==> config.mk <==
export PLATFORM = sky130hd
export DESIGN_NAME = dsp_mac_stream
export DESIGN_NICKNAME = d
export VERILOG_FILES = /design/src/rtl/dsp_pkg.sv /design/src/rtl/dsp_mul_pipe.sv /design/src/rtl/dsp_mac_stream.sv
export SDC_FILE = /design/constraint.sdc
export NUM_CORES = 2
export LEC_CHECK = 0
export CAP_MARGIN = 30
export CORE_ASPECT_RATIO = 0.75
export CORE_MARGIN = 3
export CORE_UTILIZATION = 63
export DETAILED_ROUTE_END_ITERATION = 12
export PLACE_DENSITY_LB_ADDON = 0.2
export SLEW_MARGIN = 20
export SYNTH_ARGS = -nofsm -noshare
export SYNTH_HDL_FRONTEND = slang
export SYNTH_HIERARCHICAL = 1
export SYNTH_SLANG_ARGS = --single-unit
==> constraint.sdc <==
create_clock -name clk -period 7.73 [get_ports clk]
set_input_delay 1.546 -clock clk [delete_from_list [all_inputs] [get_ports clk]]
set_output_delay 1.546 -clock clk [all_outputs]
set_load 0.02 [all_outputs]
==> src/rtl/dsp_pkg.sv <==
// dsp_pkg: shared widths, multiplier sideband and saturation helpers
// for the streaming MAC lane.
package dsp_pkg;

    localparam int DSP_A_W   = 27;
    localparam int DSP_B_W   = 18;
    localparam int DSP_ACC_W = 48;

    // Per-beat control that travels with the product.
    // The bias travels beside it because its width follows ACC_WIDTH.
    typedef struct packed {
        logic first;
        logic last;
        logic sub;
    } sb_t;

    // Two non-negative operands producing a negative sum: clamp to max.
    function automatic logic sat_hi(logic sa, logic sb, logic ss);
        return !sa && !sb && ss;
    endfunction

    // Two negative operands producing a non-negative sum: clamp to min.
    function automatic logic sat_lo(logic sa, logic sb, logic ss);
        return sa && sb && !ss;
    endfunction

endpackage

==> src/rtl/dsp_mul_pipe.sv <==
// dsp_mul_pipe: signed multiplier with STAGES register stages,
// carrying valid, sideband and bias alongside the product.
module dsp_mul_pipe
    import dsp_pkg::*;
#(
    parameter int A_WIDTH = DSP_A_W,
    parameter int B_WIDTH = DSP_B_W,
    parameter int C_WIDTH = DSP_ACC_W,
    parameter int STAGES  = 2
) (
    input  logic                           clk,
    input  logic                           rst,
    input  logic                           en,
    input  logic                           in_valid,
    input  logic signed [A_WIDTH-1:0]      in_a,
    input  logic signed [B_WIDTH-1:0]      in_b,
    input  sb_t                            in_sb,
    input  logic signed [C_WIDTH-1:0]      in_c,
    output logic                           out_valid,
    output logic signed [A_WIDTH+B_WIDTH-1:0] out_p,
    output sb_t                            out_sb,
    output logic signed [C_WIDTH-1:0]      out_c
);
    localparam int P_WIDTH = A_WIDTH + B_WIDTH;

    logic                      v_q  [STAGES];
    logic                      v_d  [STAGES];
    logic signed [P_WIDTH-1:0] p_q  [STAGES];
    logic signed [P_WIDTH-1:0] p_d  [STAGES];
    sb_t                       sb_q [STAGES];
    sb_t                       sb_d [STAGES];
    logic signed [C_WIDTH-1:0] c_q  [STAGES];
    logic signed [C_WIDTH-1:0] c_d  [STAGES];

    // Shift the pipe forward when not stalled; otherwise hold.
    always_comb begin
        for (int i = 0; i < STAGES; i++) begin
            v_d[i]  = v_q[i];
            p_d[i]  = p_q[i];
            sb_d[i] = sb_q[i];
            c_d[i]  = c_q[i];
        end
        if (en) begin
            v_d[0]  = in_valid;
            p_d[0]  = P_WIDTH'(in_a) * P_WIDTH'(in_b);
            sb_d[0] = in_sb;
            c_d[0]  = in_c;
            for (int i = 1; i < STAGES; i++) begin
                v_d[i]  = v_q[i-1];
                p_d[i]  = p_q[i-1];
                sb_d[i] = sb_q[i-1];
                c_d[i]  = c_q[i-1];
            end
        end
    end

    // Stage registers; reset drops every in-flight beat.
    always_ff @(posedge clk or posedge rst) begin
        if (rst) begin
            for (int i = 0; i < STAGES; i++) begin
                v_q[i]  <= 1'b0;
                p_q[i]  <= '0;
                sb_q[i] <= '0;
                c_q[i]  <= '0;
            end
        end else begin
            for (int i = 0; i < STAGES; i++) begin
                v_q[i]  <= v_d[i];
                p_q[i]  <= p_d[i];
                sb_q[i] <= sb_d[i];
                c_q[i]  <= c_d[i];
            end
        end
    end

    assign out_valid = v_q[STAGES-1];
    assign out_p     = p_q[STAGES-1];
    assign out_sb    = sb_q[STAGES-1];
    assign out_c     = c_q[STAGES-1];

endmodule

==> src/rtl/dsp_mac_stream.sv <==
// dsp_mac_stream: streaming signed MAC lane, C + sum(+-A*B) per packet.
// Define DSP_MAC_SAT_EN for saturating accumulate with sticky overflow.
module dsp_mac_stream
    import dsp_pkg::*;
#(
    parameter int A_WIDTH    = DSP_A_W,
    parameter int B_WIDTH    = DSP_B_W,
    parameter int ACC_WIDTH  = DSP_ACC_W,
    parameter int MUL_STAGES = 2
) (
    input  logic                        clk,
    input  logic                        rst,
    input  logic                        enable,
    input  logic                        in_valid,
    output logic                        in_ready,
    input  logic signed [A_WIDTH-1:0]   in_a,
    input  logic signed [B_WIDTH-1:0]   in_b,
    input  logic signed [ACC_WIDTH-1:0] in_c,
    input  logic                        in_sub,
    input  logic                        in_last,
    output logic                        out_valid,
    input  logic                        out_ready,
    output logic signed [ACC_WIDTH-1:0] out_p,
    output logic                        out_overflow
);
    localparam int P_WIDTH = A_WIDTH + B_WIDTH;

    logic                        stall;
    logic                        accept;
    logic                        first_q, first_d;
    sb_t                         in_sb;
    logic                        mul_valid;
    logic signed [P_WIDTH-1:0]   mul_p;
    sb_t                         mul_sb;
    logic signed [ACC_WIDTH-1:0] mul_c;
    logic signed [ACC_WIDTH-1:0] prod_ext, term, base, raw, sum;
    logic signed [ACC_WIDTH-1:0] acc_q, acc_d;
    logic signed [ACC_WIDTH-1:0] out_p_q, out_p_d;
    logic                        out_valid_q, out_valid_d;
`ifdef DSP_MAC_SAT_EN
    localparam logic signed [ACC_WIDTH-1:0] ACC_MAX =
        {1'b0, {(ACC_WIDTH-1){1'b1}}};
    localparam logic signed [ACC_WIDTH-1:0] ACC_MIN =
        {1'b1, {(ACC_WIDTH-1){1'b0}}};
    logic ovf_q, ovf_d, out_ovf_q, out_ovf_d;
    logic ovf_now, ovf_cur;
`endif

    // Handshake and first-beat tracking.
    always_comb begin
        stall    = !enable || (out_valid_q && !out_ready);
        in_ready = !rst && !stall;
        accept   = in_valid && in_ready;
        in_sb    = '{first: first_q, last: in_last, sub: in_sub};
        first_d  = first_q;
        if (accept) first_d = in_last;
    end

    dsp_mul_pipe #(
        .A_WIDTH (A_WIDTH),
        .B_WIDTH (B_WIDTH),
        .C_WIDTH (ACC_WIDTH),
        .STAGES  (MUL_STAGES)
    ) u_mul (
        .clk       (clk),
        .rst       (rst),
        .en        (!stall),
        .in_valid  (accept),
        .in_a      (in_a),
        .in_b      (in_b),
        .in_sb     (in_sb),
        .in_c      (in_c),
        .out_valid (mul_valid),
        .out_p     (mul_p),
        .out_sb    (mul_sb),
        .out_c     (mul_c)
    );

    // Signed add of the (optionally negated) product, with clamping.
    always_comb begin
        prod_ext = ACC_WIDTH'(mul_p);
        term     = mul_sb.sub ? -prod_ext : prod_ext;
        base     = mul_sb.first ? mul_c : acc_q;
        raw      = base + term;
        sum      = raw;
`ifdef DSP_MAC_SAT_EN
        ovf_now  = 1'b0;
        if (sat_hi(base[ACC_WIDTH-1], term[ACC_WIDTH-1],
                   raw[ACC_WIDTH-1])) begin
            sum     = ACC_MAX;
            ovf_now = 1'b1;
        end else if (sat_lo(base[ACC_WIDTH-1], term[ACC_WIDTH-1],
                            raw[ACC_WIDTH-1])) begin
            sum     = ACC_MIN;
            ovf_now = 1'b1;
        end
        ovf_cur  = (mul_sb.first ? 1'b0 : ovf_q) | ovf_now;
`endif
    end

    // Accumulate, and on the last beat load the result register.
    always_comb begin
        acc_d       = acc_q;
        out_p_d     = out_p_q;
        out_valid_d = out_valid_q;
`ifdef DSP_MAC_SAT_EN
        ovf_d       = ovf_q;
        out_ovf_d   = out_ovf_q;
`endif
        if (!stall) begin
            out_valid_d = 1'b0;
            if (mul_valid) begin
                if (mul_sb.last) begin
                    out_p_d     = sum;
                    out_valid_d = 1'b1;
                    acc_d       = '0;
`ifdef DSP_MAC_SAT_EN
                    out_ovf_d   = ovf_cur;
                    ovf_d       = 1'b0;
`endif
                end else begin
                    acc_d = sum;
`ifdef DSP_MAC_SAT_EN
                    ovf_d = ovf_cur;
`endif
                end
            end
        end
    end

    // State registers.
    always_ff @(posedge clk or posedge rst) begin
        if (rst) begin
            first_q     <= 1'b1;
            acc_q       <= '0;
            out_p_q     <= '0;
            out_valid_q <= 1'b0;
`ifdef DSP_MAC_SAT_EN
            ovf_q       <= 1'b0;
            out_ovf_q   <= 1'b0;
`endif
        end else begin
            first_q     <= first_d;
            acc_q       <= acc_d;
            out_p_q     <= out_p_d;
            out_valid_q <= out_valid_d;
`ifdef DSP_MAC_SAT_EN
            ovf_q       <= ovf_d;
            out_ovf_q   <= out_ovf_d;
`endif
        end
    end

    assign out_valid = out_valid_q;
    assign out_p     = out_p_q;
`ifdef DSP_MAC_SAT_EN
    assign out_overflow = out_ovf_q;
`else
    assign out_overflow = 1'b0;
`endif

endmodule
==> run summary <==
In the detailed route, the total length drawn on met3 is 4380 um. For the total of max-cap violations, the log shows 0. The tree is rooted in a clkbuf_16. The final critical path takes up 97.2% of the cycle.

The number of vias per cell after detailed routing works out to 5.66. The flip-flop and latch count after synthesis came out at 292. The synthesized netlist net count is 4,165.

Entering global routing, the biggest net connects 164 pins. Setup repair after global routing left no endpoint under its margin. For the via count of the first global-routing pass, the log shows 26,500. In the post-route analysis, the smallest setup slack over all paths is 0.214 ns. The tools report the clock tree buffer depth as 3. Across every metal layer, demand over resource in global routing totals 30.3%. The register clock-pin slew on the reported worst setup and hold paths came out at 0.07 ns. The logs give 133 MHz for the maximum clock frequency and 0 for the number of pins with negative max-slew slack in the final report. The run gives 6 as the number of warnings issued by yosys. The initial antenna violation count is 1, and the part of the Yosys area used for sequential elements is 22.1%. Counting flops with an async set or reset pin after synthesis yields a share of 100%. The repair_antennas step left the layout with diodes totalling 0. Relative slew slack: 35.4%. Each instance of the synthesized netlist takes up on average 9.65 um2. After filler insertion, the fill cell instance count of the layout stands at 3,861.

The count of mapped cells out of synthesis was 3,431; the per-cell routed wire length was 18.7 um. Once the floorplan was initialized, standard cells occupied 63.9% of the core. The aggregate routed wire length came out at 80,800 um. Pin placement for this block handled 151 I/O pins. Of the cells placed in the final design, the portion with a size suffix greater than 1 is 16.0%. Counting distinct cell types in the post-synthesis netlist gives 88. Standard-cell row count: 72. The minimum setup slack among reg-to-reg paths was 1.72 ns; the maximum fanout encountered on the critical timing path was 19. Top routing layer in use: met4. For this block, wires on met1 add up to 35,800 um.

Summing every instance area after synthesis gives 33,100 um2. The flow ran to the end, and the final reports show no timing, DRC or antenna violations. For the pin with the worst max-slew slack, the measured transition is 0.959 ns.

The count of flip-flops with a built-in enable after synthesis works out to 0. The detail route stage leaves a number of antenna-violating nets equal to 0. The number of vias after detailed routing was 24,500; the count of endpoints failing hold in the final timing report was 0.

After routing the design area is 37,300 um2. The tools report the routed length on met2 as 38,600 um. For the post-place setup slack, the log shows -0.439 ns. The final HPWL from detailed placement came out at 66,400 um. The global placement routability congestion was 0.920; the worst clock skew was 0.0132 ns. CTS saw 292 sinks. The count of buffers added on input and output ports is 149.

After global routing the overflow that remains totals 0. The number of placed instances, taps included, is 4,273. The violation count after the first detailed-route iteration came out at 1,775.

The run gives 36,400 um2 as the area of placed instances. At the worst endpoint, the arrival time is 7.96 ns. For this run, the leading register cell type out of synthesis is dfrtp_1.

The overall die height was 205 um; the layout overhead on the synthesized area was 12.8%. The run gives 4,333 as the total number of nets in the final design. The first global-routing pass estimated 136,000 um of wire.

The core region is 51,800 um2. The count of endpoints failing setup in the final report came out at 0. Leaving out filler cells and counting taps, the final layout contains 4,320.

The floorplan step set the die width to 271 um. The tools report the critical path required time as 8.18 ns. At the later pin of the worst-skew pair, clock insertion delay measures 0.55 ns.

The tools report the H-tree level count as 1. STA classifies the critical path endpoint as a flop. Counting the buffers created by CTS gives 25.

The min-delay analysis places its worst path in the category flop to flop. STA classifies the critical path startpoint as an input port. TritonCTS built the clock tree. The category of the critical setup timing path is input port to flop. The length of the first detailed-routing pass in iterations is 6, and the final period demand of the worst path is 7.52 ns. The die covers 55,400 um2. The post-route DRC violation count came out at 0.
cells by family after synthesis:
kind of cell | share of synthesized area, %
other | 0.0113
multiplexers | 8.12
AO/OA/AOI/OAI | 8.47
flip-flops | 22.1
AND/OR/NAND/NOR | 12.8
buffers and inverters | 10.7
XOR/XNOR | 3.17
adder cells (fa/ha/maj) | 34.7
layer usage:
layer  track usage (%)  vias to the layer above
li1                  -                    11100
met1              43.5                    12500
met2              50.4                      718
met3              3.57                      145
met4              6.68                        0
met5                 0                        -
area by class of cell:
type / count / area (um2) / share of cell area (%)
well taps: 703 / 880 / 2.36
repair buffers: 404 / 3740 / 10.0
inverters: 579 / 2180 / 5.85
flip-flops and latches: 292 / 7310 / 19.6
clock inverters: 11 / 164 / 0.439
multi-input cells: 2297 / 22300 / 59.8
clock buffers: 34 / 729 / 1.95
worst max-delay path, cell delays in order:
cell and delay [ns]:
clkdlybuf4s50_1 0.56, buf_12 0.19, nand2_1 0.09, fa_1 0.51, fa_1 0.59, fa_1 0.45, fa_1 0.55, inv_1 0.05
fa_1 0.48, inv_1 0.05, fa_1 0.52, inv_1 0.05, ha_1 0.33, a21oi_1 0.15, o21ai_0 0.13, a21o_1 0.20
a221o_1 0.34, a31o_4 0.27, o21ba_1 0.25, o21a_1 0.25, o21a_1 0.19, o31ai_2 0.18
sequential cells by signal, indices dropped and copies added (netlist names):
name             count
out_p               48
u_mul/v_q            1
u_mul/out_c         48
u_mul/out_p         45
u_mul/c_q           48
u_mul/sb_q           3
acc_q               48
u_mul/out_sb         3
out_valid            1
first_q              1
u_mul/p_q           45
u_mul/out_valid      1
final timing paths:
| check | end | from | cells after the start |
|---|---|---|---|
| max | u_mul/p_q[85] | in_b[3] | 22 |
| min | acc_q[33] | acc_q[33] | 2 |
| max reg2reg | acc_q[46] | u_mul/out_p[3] | 16 |
| min reg2reg | acc_q[33] | acc_q[33] | 2 |
| max in group asynchronous | u_mul/out_c[42] | rst | 3 |
| min in group asynchronous | u_mul/out_c[0] | rst | 2 |
placed cells by master (no fill, tap or decap), types with 9 or more instances in the layout:
cell type / Yosys / layout
inv_1: 578 / 576
fa_1: 474 / 474
nand2_1: 447 / 445
dfrtp_1: 291 / 290
mux2_2: 238 / 238
buf_4: 97 / 228
and2_1: 200 / 200
ha_1: 160 / 160
clkdlybuf4s50_1: 0 / 148
o21ai_0: 98 / 98
a21oi_1: 98 / 97
xnor2_1: 96 / 96
nor2_1: 79 / 77
a21o_1: 35 / 35
o31ai_1: 29 / 27
nand3_1: 26 / 26
nor3_1: 26 / 25
clkbuf_16: 0 / 25
buf_12: 0 / 25
xor2_1: 24 / 24
a22o_1: 24 / 24
nand4_1: 18 / 18
o21a_1: 17 / 16
a31oi_1: 15 / 15
nand2b_1: 13 / 13
or3_1: 13 / 13
nor2b_1: 11 / 11
and3_1: 10 / 10
o211ai_1: 10 / 10
o21bai_1: 10 / 10
a211oi_1: 9 / 9
what timing repair did:
action	CTS	global route
hold endpoints to repair	0	0
endpoints found under the setup margin	0	4
setup buffers	0	0
hold buffers	0	0
resized for setup	0	8
cells in the mapped netlist (all sizes together) (11+ instances only):
cell type    n  area [um2]
nand3       26         130
a31oi       15        93.8
o31ai       30         230
clkbuf     158         596
fa         474        9490
xnor2       96         841
nor2        79         297
a22o        24         210
xor2        24         210
o21ai       99         495
o21a        17         128
dfrtp      291        7280
and2       201        1260
mux2       238        2680
or3         13        81.3
a21o        35         263
nand2      447        1680
nor3        26         130
buf        104         756
inv        578        2170
a21oi       99         499
nor2b       11        68.8
nand4       18         113
nand2b      13        81.3
ha         160        2000
and3        12        77.6
metrics by stage:
stage | hold WS, ns | utilization, % | TNS, ns
after floorplan | 0.439 | - | 0
after global placement | 0.457 | 70.2 | -2.04
after detailed placement | 0.466 | 70.2 | -3.91
after CTS | 0.486 | 71.9 | 0
after global routing | 0.504 | 72.1 | 0
final | 0.481 | 72.1 | 0
Power is left out: the tool's default activity adds up to more than one toggle a clock period on the data nets, which glitch-free logic cannot reach.
